`config.mk`:
```
export PLATFORM = sky130hd
export DESIGN_NAME = dmem_arbiter
export DESIGN_NICKNAME = d
export VERILOG_FILES = /design/src/rtl/dmem_arb_pkg.sv /design/src/rtl/dmem_arbiter_rr_arb2.sv /design/src/rtl/dmem_arbiter.sv
export SDC_FILE = /design/constraint.sdc
export NUM_CORES = 1
export LEC_CHECK = 0
export CAP_MARGIN = 0
export CORE_ASPECT_RATIO = 1.1
export CORE_UTILIZATION = 40
export CTS_BUF_LIST = sky130_fd_sc_hd__clkbuf_8
export CTS_CLUSTER_SIZE = 12
export DETAILED_ROUTE_END_ITERATION = 16
export PLACE_DENSITY = 0.87
export SKIP_CTS_REPAIR_TIMING = 1
export SLEW_MARGIN = 10
export SYNTH_ARGS = -nofsm -noshare
export SYNTH_HDL_FRONTEND = slang
export SYNTH_SLANG_ARGS = --single-unit
```
`constraint.sdc`:
```
create_clock -name clk -period 2.2 [get_ports clk]
set_input_delay 0.22 -clock clk [delete_from_list [all_inputs] [get_ports clk]]
set_output_delay 0.22 -clock clk [all_outputs]
set_load 0.03 [all_outputs]
```
`src/rtl/dmem_arb_pkg.sv`:
```
// Shared types and helpers for the two-port data-memory arbiter.
package dmem_arb_pkg;

    typedef enum logic [1:0] {
        IDLE  = 2'd0,
        ISSUE = 2'd1,
        RESP  = 2'd2
    } state_e;

    localparam logic [1:0] SZ_B = 2'b00;
    localparam logic [1:0] SZ_H = 2'b01;
    localparam logic [1:0] SZ_W = 2'b10;
    localparam int SRC_UNSIGNED_BIT = 2;

    typedef struct packed {
        logic [31:0] addr;
        logic [31:0] wdata;
        logic        we;
        logic [2:0]  src;
    } mem_req_t;

    // The memory only stores one byte for size 11, so it is promoted to a word.
    function automatic logic [2:0] norm_src(input logic [2:0] s);
        logic [1:0] sz;
        sz = (s[1:0] == 2'b11) ? SZ_W : s[1:0];
        return {s[SRC_UNSIGNED_BIT], sz};
    endfunction

    function automatic logic misaligned(input logic [2:0] s, input logic [1:0] a);
        logic m;
        case (s[1:0])
            SZ_H:    m = a[0];
            SZ_W:    m = |a;
            default: m = 1'b0;
        endcase
        return m;
    endfunction

endpackage

```
`src/rtl/dmem_arbiter_rr_arb2.sv`:
```
// Two-way arbiter: round-robin on ties, or requester 0 first when fixed_prio is set.
module rr_arb2 (
    input  logic [1:0] req,
    input  logic       last_grant,
    input  logic       fixed_prio,
    output logic [1:0] grant
);

    always_comb begin
        grant = 2'b00;
        case (req)
            2'b01:   grant = 2'b01;
            2'b10:   grant = 2'b10;
            2'b11:   grant = (fixed_prio || last_grant) ? 2'b01 : 2'b10;
            default: grant = 2'b00;
        endcase
    end

endmodule

```
`src/rtl/dmem_arbiter.sv`:
```
// Arbitrates two requesters onto a single-port data memory: latch, issue one cycle, respond.
// Optional misaligned-access trap enabled by defining DMEM_ARB_MISALIGN_TRAP_EN.
module dmem_arbiter
    import dmem_arb_pkg::*;
#(
    parameter int A_WIDTH    = 20,
    parameter int FIXED_PRIO = 0
) (
    input  logic        clk,
    input  logic        rst_n,
    input  logic        r0_req_valid,
    input  logic        r1_req_valid,
    output logic        r0_req_ready,
    output logic        r1_req_ready,
    input  logic [31:0] r0_addr,
    input  logic [31:0] r1_addr,
    input  logic [31:0] r0_wdata,
    input  logic [31:0] r1_wdata,
    input  logic        r0_we,
    input  logic        r1_we,
    input  logic [2:0]  r0_src,
    input  logic [2:0]  r1_src,
    output logic        r0_rsp_valid,
    output logic        r1_rsp_valid,
    input  logic        r0_rsp_ready,
    input  logic        r1_rsp_ready,
    output logic [31:0] r0_rdata,
    output logic [31:0] r1_rdata,
    output logic        r0_err,
    output logic        r1_err,
    output logic [31:0] mem_a,
    output logic [31:0] mem_wd,
    output logic        mem_we,
    output logic [2:0]  mem_src,
    input  logic [31:0] mem_rd
);

    localparam logic [31:0] ADDR_MASK =
        (A_WIDTH >= 32) ? 32'hFFFF_FFFF : ((32'd1 << A_WIDTH) - 32'd1);

    state_e      state_q, state_d;
    logic        last_grant_q, last_grant_d;
    mem_req_t    req_q, req_d;
    logic        gid_q, gid_d;
    logic [31:0] rdata_q, rdata_d;
    logic        err_q, err_d;
    logic [1:0]  rsp_valid_q, rsp_valid_d;

    logic [1:0]  grant;
    logic [1:0]  req_ready;
    mem_req_t    sel;
    logic        rsp_ready_g;
    logic        issue;

    rr_arb2 u_arb (
        .req        ({r1_req_valid, r0_req_valid}),
        .last_grant (last_grant_q),
        .fixed_prio (FIXED_PRIO != 0),
        .grant      (grant)
    );

    always_comb begin
        sel.addr  = grant[1] ? r1_addr  : r0_addr;
        sel.wdata = grant[1] ? r1_wdata : r0_wdata;
        sel.we    = grant[1] ? r1_we    : r0_we;
        sel.src   = norm_src(grant[1] ? r1_src : r0_src);
    end

    // Ready is gated by rst_n so nothing looks accepted while reset is held.
    assign req_ready   = (state_q == IDLE && rst_n) ? grant : 2'b00;
    assign rsp_ready_g = gid_q ? r1_rsp_ready : r0_rsp_ready;

    always_comb begin
        state_d      = state_q;
        last_grant_d = last_grant_q;
        req_d        = req_q;
        gid_d        = gid_q;
        rdata_d      = rdata_q;
        err_d        = err_q;
        rsp_valid_d  = rsp_valid_q;
        case (state_q)
            IDLE: begin
                if (|req_ready) begin
                    req_d   = sel;
                    gid_d   = grant[1];
                    state_d = ISSUE;
`ifdef DMEM_ARB_MISALIGN_TRAP_EN
                    if (misaligned(sel.src, sel.addr[1:0])) begin
                        rdata_d     = 32'h0;
                        err_d       = 1'b1;
                        rsp_valid_d = grant[1] ? 2'b10 : 2'b01;
                        state_d     = RESP;
                    end
`endif
                end
            end
            ISSUE: begin
                rdata_d     = req_q.we ? 32'h0 : mem_rd;
                err_d       = 1'b0;
                rsp_valid_d = gid_q ? 2'b10 : 2'b01;
                state_d     = RESP;
            end
            RESP: begin
                if (rsp_ready_g) begin
                    rsp_valid_d  = 2'b00;
                    rdata_d      = 32'h0;
                    err_d        = 1'b0;
                    last_grant_d = gid_q;
                    state_d      = IDLE;
                end
            end
            default: state_d = IDLE;
        endcase
    end

    always_ff @(posedge clk or negedge rst_n) begin
        if (!rst_n) begin
            state_q      <= IDLE;
            last_grant_q <= 1'b1;
            req_q        <= '0;
            gid_q        <= 1'b0;
            rdata_q      <= 32'h0;
            err_q        <= 1'b0;
            rsp_valid_q  <= 2'b00;
        end else begin
            state_q      <= state_d;
            last_grant_q <= last_grant_d;
            req_q        <= req_d;
            gid_q        <= gid_d;
            rdata_q      <= rdata_d;
            err_q        <= err_d;
            rsp_valid_q  <= rsp_valid_d;
        end
    end

    // Memory drive comes straight from the state flop, so an async reset kills mem_we at once.
    assign issue   = (state_q == ISSUE);
    assign mem_a   = issue ? (req_q.addr & ADDR_MASK) : 32'h0;
    assign mem_wd  = issue ? req_q.wdata : 32'h0;
    assign mem_we  = issue & req_q.we;
    assign mem_src = issue ? req_q.src : 3'b000;

    assign r0_req_ready = req_ready[0];
    assign r1_req_ready = req_ready[1];
    assign r0_rsp_valid = rsp_valid_q[0];
    assign r1_rsp_valid = rsp_valid_q[1];
    assign r0_rdata     = rsp_valid_q[0] ? rdata_q : 32'h0;
    assign r1_rdata     = rsp_valid_q[1] ? rdata_q : 32'h0;
`ifdef DMEM_ARB_MISALIGN_TRAP_EN
    assign r0_err = rsp_valid_q[0] & err_q;
    assign r1_err = rsp_valid_q[1] & err_q;
`else
    assign r0_err = 1'b0;
    assign r1_err = 1'b0;
`endif

endmodule
```
==> Word level (Yosys, flattened, before mapping) <==
Cells that the tools add are included.
{ "op_classes": {"mux": 22, "n_eq_ne": 8, "reduce_logical": 8, "n_bitwise": 1} }
{ "op_table": {"columns": ["cell", "n"], "rows": [
  ["32-bit two-way mux", 6],
  ["32-bit case mux with 2 select lines", 1],
  ["20-bit two-way mux", 2],
  ["2-bit two-way mux", 6],
  ["2-bit case mux with 3 select lines", 2],
  ["2-bit equality test (second input constant)", 4],
  ["2-bit AND reduction", 4],
  ["3-bit two-way mux", 2],
  ["2-bit by 1-bit equality test with 1-bit output (second input constant)", 2],
  ["2-bit case mux with 2 select lines", 1],
  ["2-bit logical NOT", 1],
  ["1-bit two-way mux", 2],
  ["2-bit by 1-bit != test with 1-bit output (second input constant)", 1],
  ["2-bit != test (second input constant)", 1],
  ["2-bit nonzero test", 1],
  ["2-bit OR reduction", 1],
  ["1-bit AND", 1],
  ["1-bit logical AND", 1]
]} }
{ "totals": {"output_inout_bits": 138, "ff_bits": 94} }

==> Depth between registers and ports, before layout <==
Gate-level depths: netlist of run 1.
{ "depth": {"word_depth": 6, "mapped_depth": 6} }

==> Modules after synthesis <==
A second synthesis of run 1 with hierarchy kept.
{ "unflattened": {"cells_unflattened": 430, "area_unflattened_um2": 5188.7} }
{ "modules_own_cells": {"columns": ["mod", "instances", "cells_per_inst", "area_per_inst_um2", "seq_area_each_um2"], "rows": [
  ["dmem_arbiter", 1, 426, 5166.2, 2353.5],
  ["rr_arb2", 1, 4, 22.5, 0.0]
]} }

==> Worst setup path after synthesis of run 1 <==
OpenSTA, ideal clock, no wires.
{ "synth_path": {"path_type": "flip-flop to output port", "start": "reg state_q[1]", "end": "out mem_wd[14]", "path_buffers": 3, "t_arrival_ns": 1.436, "stages_incl_launch_ff": 6, "path_slack_ns": 0.544, "path_cell_list": "dfrtp_1 > buf_4 > nor2b_4 > clkbuf_1 > clkbuf_1 > and2_1"} }
{ "synth_between": {"elab_chain_cells": 2} }
{ "synth_lines": {"columns": ["element", "line", "source"], "rows": [
  ["start: declaration", "dmem_arbiter.sv:41", "state_e state_q, state_d;"],
  ["start signal: assignment", "dmem_arbiter.sv:126", "state_q <= state_d;"],
  ["2-bit by 1-bit equality test with 1-bit output", "dmem_arbiter.sv:137", "assign issue = (state_q == ISSUE);"],
  ["32-bit two-way mux", "dmem_arbiter.sv:139", "assign mem_wd = issue ? req_q.wdata : 32'h0;"],
  ["end: declaration", "dmem_arbiter.sv:32", "output logic [31:0] mem_wd,"]
]} }
Every way passes these cells.

==> Worst setup path in the final report of run 1 <==
{ "layout_path": {"start": "reg rsp_valid_q[0]", "end": "out r0_rdata[27]"} }
{ "layout_between": {"elab_chain_cells": 1} }
{ "layout_lines": {"columns": ["element", "line", "source"], "rows": [
  ["start: declaration", "dmem_arbiter.sv:47", "logic [1:0] rsp_valid_q, rsp_valid_d;"],
  ["start signal: assignment", "dmem_arbiter.sv:132", "rsp_valid_q <= rsp_valid_d;"],
  ["32-bit two-way mux", "dmem_arbiter.sv:147", "assign r0_rdata = rsp_valid_q[0] ? rdata_q : 32'h0;"],
  ["end: declaration", "dmem_arbiter.sv:27", "output logic [31:0] r0_rdata,"]
]} }
Every way passes these cells.

==> flow_metrics.tcl, run 1 <==
set metrics [dict create \
    outcome "completed" \
    regArea_sq_um 2360 \
    crit_arrival_ns 1.88 \
    syn_avg_cell_area_sq_um 12.1 \
    synth_area_sq_um 5700 \
    viasPerCell 4.82 \
    holdCritPathClass "in2reg" \
    crit_type "reg2out" \
    tns_ns 0 \
    overflow 0 \
    r2r_end "req_q[49]" \
    core_area_sq_um 13900 \
    dr.pass1.iters 4 \
    yosysTopAreaCellShare 0.409 \
    cp-start-kind "flop" \
    setup-violations-final 0 \
    fin_nets 903 \
    relSlewSlack 0.557 \
    die_area_sq_um 14700 \
    leakage_nw 4.03 \
    powerDensity_nw_per_um2 1020 \
    clk_path_buf_depth 2 \
    layout_setup_ws_ns 0.0998 \
    multi_input_area_sq_um 3030 \
    tightestPinTransition_ns 0.665 \
    holdWs_ns 0.491 \
    min_period_ns 2.10 \
    fp.dieW_um 116 \
    grt_pass1_wl_um 23300 \
    place_ws_ns 0.147 \
    routed_wl_um 14900 \
    yosys.cell_types.count 29 \
    min_from "r1_rsp_ready" \
    grt_max_degree 53 \
    fillCellCount 1116 \
    numCtsBuffers 9 \
    gr-usage-all-layers 0.206 \
    path_max_fanout 35 \
    ys_ff_latch 94 \
    antenna_left 0 \
    clock_latency_ns 0.37 \
    hpwlAfterDp_um 11300 \
    reg2reg_slack_ns 0.34 \
    fmax_mhz 476 \
    gp_congestion 0.756 \
    grt_pass1_vias 4648 \
    report.final.slew_viol_count 0 \
    numPortBuffers 273 \
    utilization 0.625 \
    rsz0062_at_grt "false" \
    ys_warn_count 0 \
    wl_per_cell_um 16.2 \
    drtIter0Drc 160 \
    ios 312 \
    synth_seq_area_share 0.413 \
    cts_num_sinks 94 \
    yosys.area.top_type "dfrtp_1" \
    ir_drop_mv 0.531 \
    drive_gt1_frac 0.285 \
    reg2reg_from "state_q[0]" \
    worstRegToRegCells 4 \
    drc 0 \
    min_to "last_grant_q" \
    mostFrequentLayoutCell "clkdlybuf4s50_1" \
    holdPathStages 3 \
    final_cell_mix "clkdlybuf4s50_1, and2_1, dfrtp_1" \
    htreeDepth 3 \
    hold_viol_final 0 \
    fp-row-count 45 \
    yosys-top-cells-area "dfrtp_1, mux2_4, and2_1" \
    area_growth_pct 51.9 \
    antennaDiodeCount 0 \
    via_count 4442 \
    clock_skew_ns 0.0127 \
    initial_core_util 0.411 \
    critPathRequiredTime_ns 1.98 \
    clkTransAtPathRegs_ns 0.10 \
    maxCapViolations 0 \
    antenna_found_initial 0 \
    critPathCaptureType "output port" \
    die_y_um 127 \
    synthCells 469 \
    ctsRootBufferMaster "clkbuf_8" \
    fin_crit_sh 0.955 \
    cts_tree "built" \
]
stage by stage:
stage	area (sq um)	cells	power [W]
finish	8650	922	0.00881
global route	8650	922	0.00931
CTS	8640	921	0.00889
detailed placement	8400	905	0.00749
global placement	8400	905	0.00730
floorplan	5750	482	0.00592
Yosys cell counts:
cell and n:
and2_1 121, inv_1 3, nor2b_4 1, a21boi_2 1, a21oi_1 4, dfrtp_1 93
a21oi_2 1, nor2_1 1, buf_6 4, nor4bb_1 32, clkbuf_1 21, nor3b_2 1
mux2_2 55, nand2_1 1, a21o_1 34, o21a_4 1, o21bai_1 1, buf_2 6
a22o_1 1, nand3b_1 2, mux2i_1 1, and2b_1 1, mux2_4 57, conb_1 1
a221oi_1 1, buf_12 4, dfstp_2 1, buf_4 17, nand2b_1 2
state kept, by name, summed over array words and instances (netlist names):
register / cells
state_q: 2
rdata_q: 32
gid_q: 1
req_q: 56
last_grant_q: 1
rsp_valid_q: 2
metal layers:
metal,global-route usage,vias to the layer above,wire [um]
met1,0.222,2128,5690
met5,0,-,0
met2,0.375,184,7880
met3,0.0474,27,941
met4,0.0958,0,382
li1,-,2103,-
where the power goes:
part | switching, W | internal (W) | leakage [nW] | total (W)
sequential | 0.000546 | 0.00247 | 1.15 | 0.00301
combinational | 0.00215 | 0.00227 | 2.76 | 0.00442
clock | 0.000625 | 0.000749 | 0.119 | 0.00137
critical path, stage by stage, from the launching register on:
cell	delay (ns)
dfrtp_1	0.34
buf_4	0.28
and2_1	0.19
clkdlybuf4s50_1	0.70
final cells by class:
type | count | area share
Clock buffer | 9 | 0.0143
Multi-Input combinational cell | 333 | 0.350
Timing Repair Buffer | 288 | 0.322
Clock inverter | 7 | 0.0130
Sequential cell | 94 | 0.272
Tap cell | 188 | 0.0272
Inverter | 3 | 0.00130
kinds of logic after synthesis:
logic type	count (synthesis)	share of synthesized area
flip-flops	94	0.413
AND/OR/NAND/NOR	162	0.201
multiplexers	113	0.261
other	1	0.000658
AO/OA/AOI/OAI	44	0.0589
buffers and inverters	55	0.0655
worst max path at each step:
stage	from	end	slack (ns)	depth (start not counted)
final	rsp_valid_q[0]	r0_rdata[27]	0.1	3
after floorplan	state_q[1]	mem_wd[14]	0.54	5
after CTS	rsp_valid_q[1]	r1_rdata[5]	0.03	3
after global placement	r1_req_valid	req_q[22]	0.20	5
after detailed placement	r1_req_valid	req_q[22]	0.15	5
after global routing	rsp_valid_q[0]	r0_rdata[27]	0.009	3
Note: power is estimated with default switching activity, not from simulation.
==> inputs of run 2 (changes only) <==
Settings changed: ABC_CLOCK_PERIOD_IN_PS from default to 2200.
==> results of run 2 <==
Final layout, timing and power as in run 1 (identical DEF).
